[config.mk]
export PLATFORM = sky130hd
export DESIGN_NAME = fetch_stage
export DESIGN_NICKNAME = d
export VERILOG_FILES = /design/src/rtl/fetch_stage.sv
export SDC_FILE = /design/constraint.sdc
export NUM_CORES = 1
export LEC_CHECK = 0
export ABC_AREA = 0
export BUFFER_PORTS_ARGS = -buffer_cell sky130_fd_sc_hd__buf_2
export CAP_MARGIN = 15
export CORE_ASPECT_RATIO = 1.75
export CORE_MARGIN = 2
export CORE_UTILIZATION = 44
export DETAILED_ROUTE_END_ITERATION = 10
export GPL_TIMING_DRIVEN = 0
export HOLD_SLACK_MARGIN = 0.06
export PLACE_DENSITY = 0.78
export SYNTH_ARGS = -nofsm -noshare
export SYNTH_HDL_FRONTEND = slang
export SYNTH_SLANG_ARGS = --single-unit
[constraint.sdc]
create_clock -name CLK -period 1.9 [get_ports CLK]
set_input_delay 0.38 -clock CLK [delete_from_list [all_inputs] [get_ports CLK]]
set_output_delay 0.38 -clock CLK [all_outputs]
set_load 0.01 [all_outputs]
[src/rtl/fetch_stage.sv]
// -----------------------------------------------------------------------------
// fetch_stage
//   Instruction-fetch stage plus IF/ID pipeline latch. Owns the PC, issues the
//   instruction-memory read, picks the next PC from PCSrc, and loads IF/ID.
//   It also returns the tmpPC tag, which is the PCSrc that chose each PC, for
//   the hazard unit.
//
//   Optional feature macro: FETCH_REDIRECT_BUFFER_EN
//     When this macro is defined, a redirect that arrives while stall_PC=1 is
//     parked in a pending register. It is applied on the first unstalled edge.
//     When the macro is undefined, such a redirect is dropped.
//
// Parameters
//   PC_INIT       PC value loaded on reset.
// Ports
//   CLK, nRST     rising-edge clock; asynchronous active-low reset
//   ihit          imem has valid data for imemaddr this cycle
//   imemload      instruction word (valid when ihit=1)
//   imemREN       instruction read request (FETCH state only)
//   imemaddr      fetch address = PC register
//   stall_PC      hold PC
//   stall_IFID    hold IF/ID latch
//   flush_IFID    bubble into IF/ID (wins over stall_IFID)
//   PCSrc         00 PC+4, 01 branch, 10 jr, 11 jump
//   branch_target, jr_target, jump_target   redirect addresses
//   halt          halt decoded in ID
//   instr_IFID, npc_IFID, tmpPC_IFID, valid_IFID   IF/ID latch contents
// -----------------------------------------------------------------------------
module fetch_stage #(
   parameter logic [31:0] PC_INIT = 32'h0000_0000
) (
   input  logic        CLK,
   input  logic        nRST,
   input  logic        ihit,
   input  logic [31:0] imemload,
   output logic        imemREN,
   output logic [31:0] imemaddr,
   input  logic        stall_PC,
   input  logic        stall_IFID,
   input  logic        flush_IFID,
   input  logic [1:0]  PCSrc,
   input  logic [31:0] branch_target,
   input  logic [31:0] jr_target,
   input  logic [31:0] jump_target,
   input  logic        halt,
   output logic [31:0] instr_IFID,
   output logic [31:0] npc_IFID,
   output logic [1:0]  tmpPC_IFID,
   output logic        valid_IFID
);

   typedef enum logic [1:0] {BOOT, FETCH, HALTED} state_t;

   typedef struct packed {
      logic [31:0] instr;
      logic [31:0] npc;
      logic [1:0]  tmp;
      logic        valid;
   } ifid_t;

   localparam ifid_t IFID_BUBBLE = '{instr: 32'h0, npc: 32'h0, tmp: 2'b00, valid: 1'b0};

   state_t      state_q, state_d;
   logic [31:0] pc_q, pc_d;
   logic [1:0]  tmppc_q, tmppc_d;
   ifid_t       ifid_q, ifid_d;

   logic        in_fetch;
   logic        redirect_now;   // PCSrc requests a redirect this cycle
   logic        take_redir;     // the new redirect is applied at this edge
   logic        take_pend;      // the buffered redirect is applied at this edge
   logic [31:0] pc_plus4;
   logic [31:0] redir_tgt;

   logic        pend_vld;
   logic [31:0] pend_tgt;
   logic [1:0]  pend_src;

   assign in_fetch     = (state_q == FETCH);
   assign redirect_now = (PCSrc != 2'b00);
   assign pc_plus4     = pc_q + 32'd4;   // wraps modulo 2^32

   always_comb begin
      redir_tgt = branch_target;
      case (PCSrc)
         2'b01:   redir_tgt = branch_target;
         2'b10:   redir_tgt = jr_target;
         2'b11:   redir_tgt = jump_target;
         default: redir_tgt = branch_target;
      endcase
   end

   // ---------------------------------------------------------------- FSM
   always_ff @(posedge CLK or negedge nRST) begin
      if (!nRST) state_q <= BOOT;
      else       state_q <= state_d;
   end

   always_comb begin
      state_d = state_q;
      case (state_q)
         BOOT:    state_d = FETCH;
         FETCH:   if (halt) state_d = HALTED;
         HALTED:  state_d = HALTED;   // only reset leaves HALTED
         default: state_d = BOOT;
      endcase
   end

   always_comb begin
      imemREN = 1'b0;
      case (state_q)
         FETCH:   imemREN = 1'b1;
         default: imemREN = 1'b0;
      endcase
   end

   // ---------------------------------------------------------- redirect buffer
`ifdef FETCH_REDIRECT_BUFFER_EN
   logic        pend_vld_q, pend_vld_d;
   logic [31:0] pend_tgt_q, pend_tgt_d;
   logic [1:0]  pend_src_q, pend_src_d;

   always_comb begin
      pend_vld_d = pend_vld_q;
      pend_tgt_d = pend_tgt_q;
      pend_src_d = pend_src_q;
      if (in_fetch) begin
         if (redirect_now && stall_PC) begin
            // a newer redirect simply overwrites any older pending one
            pend_vld_d = 1'b1;
            pend_tgt_d = redir_tgt;
            pend_src_d = PCSrc;
         end else if (!stall_PC) begin
            // the pending entry is either applied now or superseded by a live redirect
            pend_vld_d = 1'b0;
         end
      end
   end

   always_ff @(posedge CLK or negedge nRST) begin
      if (!nRST) begin
         pend_vld_q <= 1'b0;
         pend_tgt_q <= 32'h0;
         pend_src_q <= 2'b00;
      end else begin
         pend_vld_q <= pend_vld_d;
         pend_tgt_q <= pend_tgt_d;
         pend_src_q <= pend_src_d;
      end
   end

   assign pend_vld = pend_vld_q;
   assign pend_tgt = pend_tgt_q;
   assign pend_src = pend_src_q;
`else
   assign pend_vld = 1'b0;
   assign pend_tgt = 32'h0;
   assign pend_src = 2'b00;
`endif

   // ---------------------------------------------------------------- PC
   always_comb begin
      pc_d       = pc_q;
      tmppc_d    = tmppc_q;
      take_redir = in_fetch && redirect_now && !stall_PC;
      take_pend  = in_fetch && pend_vld && !redirect_now && !stall_PC;
      if (take_redir) begin
         // this abandons the in-flight request, so ihit does not matter here
         pc_d    = redir_tgt;
         tmppc_d = PCSrc;
      end else if (take_pend) begin
         pc_d    = pend_tgt;
         tmppc_d = pend_src;
      end else if (in_fetch && ihit && !stall_PC) begin
         pc_d    = pc_plus4;
         tmppc_d = 2'b00;
      end
   end

   always_ff @(posedge CLK or negedge nRST) begin
      if (!nRST) begin
         pc_q    <= PC_INIT;
         tmppc_q <= 2'b00;
      end else begin
         pc_q    <= pc_d;
         tmppc_q <= tmppc_d;
      end
   end

   assign imemaddr = pc_q;

   // ---------------------------------------------------------------- IF/ID
   always_comb begin
      ifid_d = IFID_BUBBLE;
      if (state_q == HALTED) begin
         ifid_d = ifid_q;                     // the pipeline front end is frozen
      end else if (flush_IFID) begin
         ifid_d = IFID_BUBBLE;
      end else if (stall_IFID) begin
         ifid_d = ifid_q;
      end else if (in_fetch && ihit && !redirect_now && !take_pend) begin
         // the word at the current PC is wrong-path once any redirect takes effect
         ifid_d.instr = imemload;
         ifid_d.npc   = pc_plus4;
         ifid_d.tmp   = tmppc_q;
         ifid_d.valid = 1'b1;
      end
   end

   always_ff @(posedge CLK or negedge nRST) begin
      if (!nRST) ifid_q <= IFID_BUBBLE;
      else       ifid_q <= ifid_d;
   end

   assign instr_IFID = ifid_q.instr;
   assign npc_IFID   = ifid_q.npc;
   assign tmpPC_IFID = ifid_q.tmp;
   assign valid_IFID = ifid_q.valid;

endmodule

Yosys cells after proc, flatten, opt, wreduce, memory -nomap -nowiden:

Index checks and enable logic that the tools add are counted.

* memory bits (writable): 0
* memories: 0
* input bits: 137
* bits in registers: 103
* word-level logic and storage cells: 37
* output and inout bits: 100
* bits in read-only memories: 0
* latch bits: 0

* $mul: 0
* add/subtract/negate cells: 1
* bitwise operators: 1
* div/mod/pow operators: 0
* equality and inequality tests: 6
* mux-type cells: 11
* order comparisons: 0
* reductions and logical operators: 11
* shift-type cells: 0

Operators by type and width (number)
* two-way mux 67 bit: 3
* two-way mux 32 bit: 2
* one-hot mux 32 bit (2 select lines): 1
* adder 32 x 3 -> 32 bit, second input constant: 1
* == test 2 bit, second input constant: 3
* two-way mux 2 bit: 3
* one-hot mux 2 bit (3 select lines): 1
* logical AND 1 bit: 5
* nonzero test 2 bit: 2
* == test 2 x 1 -> 1 bit, second input constant: 1
* zero test 1 bit: 2
* zero test 2 bit: 1
* inequality test 2 x 1 -> 1 bit, second input constant: 1
* inequality test 2 bit, second input constant: 1
* AND reduction 2 bit: 1
* two-way mux 1 bit: 1
* inverter 1 bit: 1

Logic depth before layout (Yosys ltp):

* depth in word-level cells: 6
* mapped depth: 9

Worst setup path before layout:

Ideal clock, no wire load.

* path type: register to register
* start point: reg pc_q[2], in the netlist imemaddr[2]
* end point: reg ifid_q, in the netlist npc_IFID[28]
* arrival: 1.927 ns
* library setup time: 0.121 ns
* setup slack: -0.148 ns
* period minus slack after synthesis: 2.048 ns
* stages on the path, launching flop included: 8
* cells stage by stage: dfrtp_1 -> ha_1 -> nand4_1 -> nor3_2 -> buf_2 -> nand3_1 -> xnor2_1 -> a22o_1

* cells in the longest elaborated chain, start to end: 4

RTL lines
* start: declaration: RTL line 64 `logic [31:0] pc_q, pc_d;`
* start signal: assignment: RTL line 185 `pc_q <= pc_d;`
* adder 32 x 3 -> 32 bit: RTL line 81 `assign pc_plus4 = pc_q + 32'd4;`
* two-way mux 67 bit: RTL line 201 `end else if (in_fetch && ihit && !redirect_now && !take_pend) begin`
* two-way mux 67 bit: RTL line 199 `end else if (stall_IFID) begin`
* two-way mux 67 bit: RTL line 197 `end else if (flush_IFID) begin`
* end signal: assignment: RTL line 212 `else ifid_q <= ifid_d;`
* end: declaration: RTL line 66 `ifid_t ifid_q, ifid_d;`

Every way passes these cells. The select of a mux whose other input is x is not followed.
A chain may end at the register's enable or synchronous reset.

Worst setup path after layout:

* start point: reg pc_q[3], in the netlist imemaddr[3]
* end point: reg pc_q[30], in the netlist imemaddr[30]

* cells in the longest elaborated chain, start to end: 3

RTL lines
* adder 32 x 3 -> 32 bit: RTL line 81
* two-way mux 32 bit: RTL line 174 `end else if (in_fetch && ihit && !stall_PC) begin`
* two-way mux 32 bit: RTL line 167 `if (take_redir) begin`

Every way passes these cells. The select of a mux whose other input is x is not followed.

==> results.md <==
* Area fraction of the dominant cell type after synthesis at 46.2%
* H-tree depth at 3
* Core area at 0.0124 mm2
* Max-cap violations at 0
* Site Rows at 54
* WL final at 18100 um
* Post-Synthesis Cells at 586
* Rel. slew slack at 52.5%
* DRC at 0
* Vias in the first global route at 5529
* Final Cell Area at 0.00772 mm2
* Post-synth ARST share at 100%
* EDFF count, synth at 0
* Main synth FF type: dfrtp_1
* ANT nets after route at 0
* Failing checks: negative setup slack
* Ys Warns at 0
* Most frequent cell after synthesis: dfrtp_1
* Final worst slack at -0.0576 ns
* Antenna violations before repair at 0
* Placed Area at 0.00703 mm2
* Post-DR vias/cell at 5.50
* Maximum clock rate at 511 MHz
* CTS max path bufs at 2
* Share of cells above drive strength 1 at 41.2%
* DR vias at 5630
* Post-layout minimum cycle time at 1.96 ns
* TritonCTS clock tree: built
* Clock Skews at 0.0124 ns
* Yosys cell types at 57
* DP Wirelength at 13900 um
* GRT overflow at 0
* Largest net degree at the start of global routing at 54
* # fillers at 1113
* Top post-synthesis cells by count: dfrtp_1, nand2_1, a22o_1
* Clock-pin slew on the worst setup and hold paths at 0.08 ns
* Netlist Area Pre-Place at 0.00558 mm2
* Data arrival time of the critical path at 2.24 ns
* Die Wd at 89.2 um
* Critical path endpoint category: register
* GP Congestion at 0.952
* Syn_area_per_cell at 9.53 um2
* Hold_ws at 0.0858 ns
* Initial Utilization at 44.9%
* Pwr/cell area at 1030 mW/mm2
* Worst slew pin tran at 0.712 ns
* NumNets Final at 991
* Startpoint Class: register
* Drt initial violations at 247
* Final Power at 7.99 mW
* DR WL/cell at 17.7 um
* Slew Viols, Final at 0
* Die span in y at 153 um
* Hold Path Class: in2async
* Final hold vios at 0
* RSZ-0062 raised after global routing: yes
* Placed Cells at 990
* Lkg Pwr at 3.86 nW
* Clk sinks at 103
* VDD IR max at 0.544 mV
* Area Growth Syn to Fin at 38.3%
* First-pass GRT wire length at 27700 um
* Post-Syn Nets at 727
* Gr usage total at 25.9%
* Skew-Pair Late Insertion Delay at 0.35 ns
* Clock root buffer: clkbuf_16
* Yosys top cell by area: dfrtp_1
* Register area share after synthesis at 46.2%
* CP Class: reg2reg
* Drt first pass iters at 5
* Util after Layout at 62.1%
* CTS Buf Count at 9
* Die area at 0.0136 mm2
* Setup Viol. Count Final at 8
* Antenna diodes at 0
* Layout Cells excl Fill at 1023
* Hold-fix buffers, CTS at 0
* Worst Path Max Fanout at 4
* Fin crit share at 103%
* Port bufs at 235
* Number of synthesized register bits at 103
* Largest cells by area after synthesis: dfrtp_1, a22o_1, mux2i_1
* Status: finished, violations left
* Req. time, crit path at 2.18 ns
* I/O pin cnt at 237
## worst max-delay path, cell delays in order (launching register included)
cell     delay (ns)
dfrtp_2        0.41
ha_4           0.15
nand4_1        0.23
nor3_4         0.36
nand4_1        0.22
or4_1          0.44
nand3_1        0.08
## power breakdown
part / internal [mW] / switching, mW / total [mW]
logic: 1.31 / 1.84 / 3.15
registers: 2.56 / 0.510 / 3.07
clock network: 0.905 / 0.860 / 1.77
## routing by layer
| layer | track usage (%) | part of all wire [%] | vias to the layer above |
|---|---|---|---|
| met2 | 45.9 | 52 | 283 |
| li1 | - | - | 2653 |
| met3 | 3.78 | 6.6 | 53 |
| met4 | 11.7 | 4.0 | 0 |
| met1 | 29.8 | 37 | 2641 |
| met5 | 0 | 0 | - |
## repair_timing
action | CTS | global route
setup endpoints to repair | 100 | 89
cloned | 0 | 0
buffers inserted | 16 | 5
resized for setup | 37 | 53
pin swaps | 7 | 11
## cells by family (layout without fill, tap and decap cells)
group	Yosys count	after routing	synth area share [%]
AO/OA/AOI/OAI	165	165	20.0
XOR/XNOR	37	37	5.80
flip-flops	103	103	46.2
adder cells (fa/ha/maj)	4	4	0.896
AND/OR/NAND/NOR	190	190	17.1
buffers and inverters	55	324	4.30
multiplexers	32	32	5.78
## registers in the layout (all words and copies together) (netlist names)
| signal | cells |
|---|---|
| instr_IFID | 32 |
| valid_IFID | 1 |
| tmpPC_IFID | 2 |
| imemaddr | 32 |
| tmppc_q | 2 |
| npc_IFID | 32 |
| state_q | 2 |
## final timing paths
check                        startpoint             end  slack, ns  cells after the start
max                         imemaddr[3]    imemaddr[30]      -0.06                      6
min                                nRST     npc_IFID[6]       0.09                      1
max reg2reg                 imemaddr[3]    imemaddr[30]      -0.06                      6
min reg2reg                npc_IFID[20]    npc_IFID[20]       0.48                      2
max in group asynchronous          nRST     imemaddr[0]       1.11                      2
min in group CLK           imemload[25]  instr_IFID[25]       0.25                      2
## per-stage QoR
step | setup TNS (ns) | setup slack (ns)
3_3_place_gp | -95.05 | -0.817
3_5_place_dp | -32.86 | -0.585
4_1_cts | -0.0296 | -0.0160
5_1_grt | -1.31 | -0.117
2_1_floorplan | 0 | 0.00984
6_report | -0.254 | -0.0576
## final cells by class
type                    count  area (um2)  share of cell area, %
plain buffers              47         287                   3.71
clock buffers               9         225                   2.92
clock inverters             7        57.6                  0.745
inverters                   5        18.8                  0.243
multi-input cells         428        2970                   38.4
flip-flops and latches    103        2580                   33.4
well taps                 168         210                   2.72
repair buffers            256        1380                   17.8
## placed cells by master, fill, tap and decap left out, types with 6 or more instances in the layout
cell type,instances
nor2_1,32
buf_2,247
o21ai_0,30
clkbuf_1,8
nand3_1,23
and2_1,6
clkbuf_2,7
mux2i_1,30
nand4_1,11
a211oi_1,6
a22o_1,44
a21oi_1,25
clkbuf_16,9
dfrtp_1,100
xor2_1,18
o21ai_1,19
and3_1,8
xnor2_1,18
buf_6,6
buf_4,23
o211ai_1,11
nand2_1,67
Note: power is estimated with default switching activity, not from simulation.
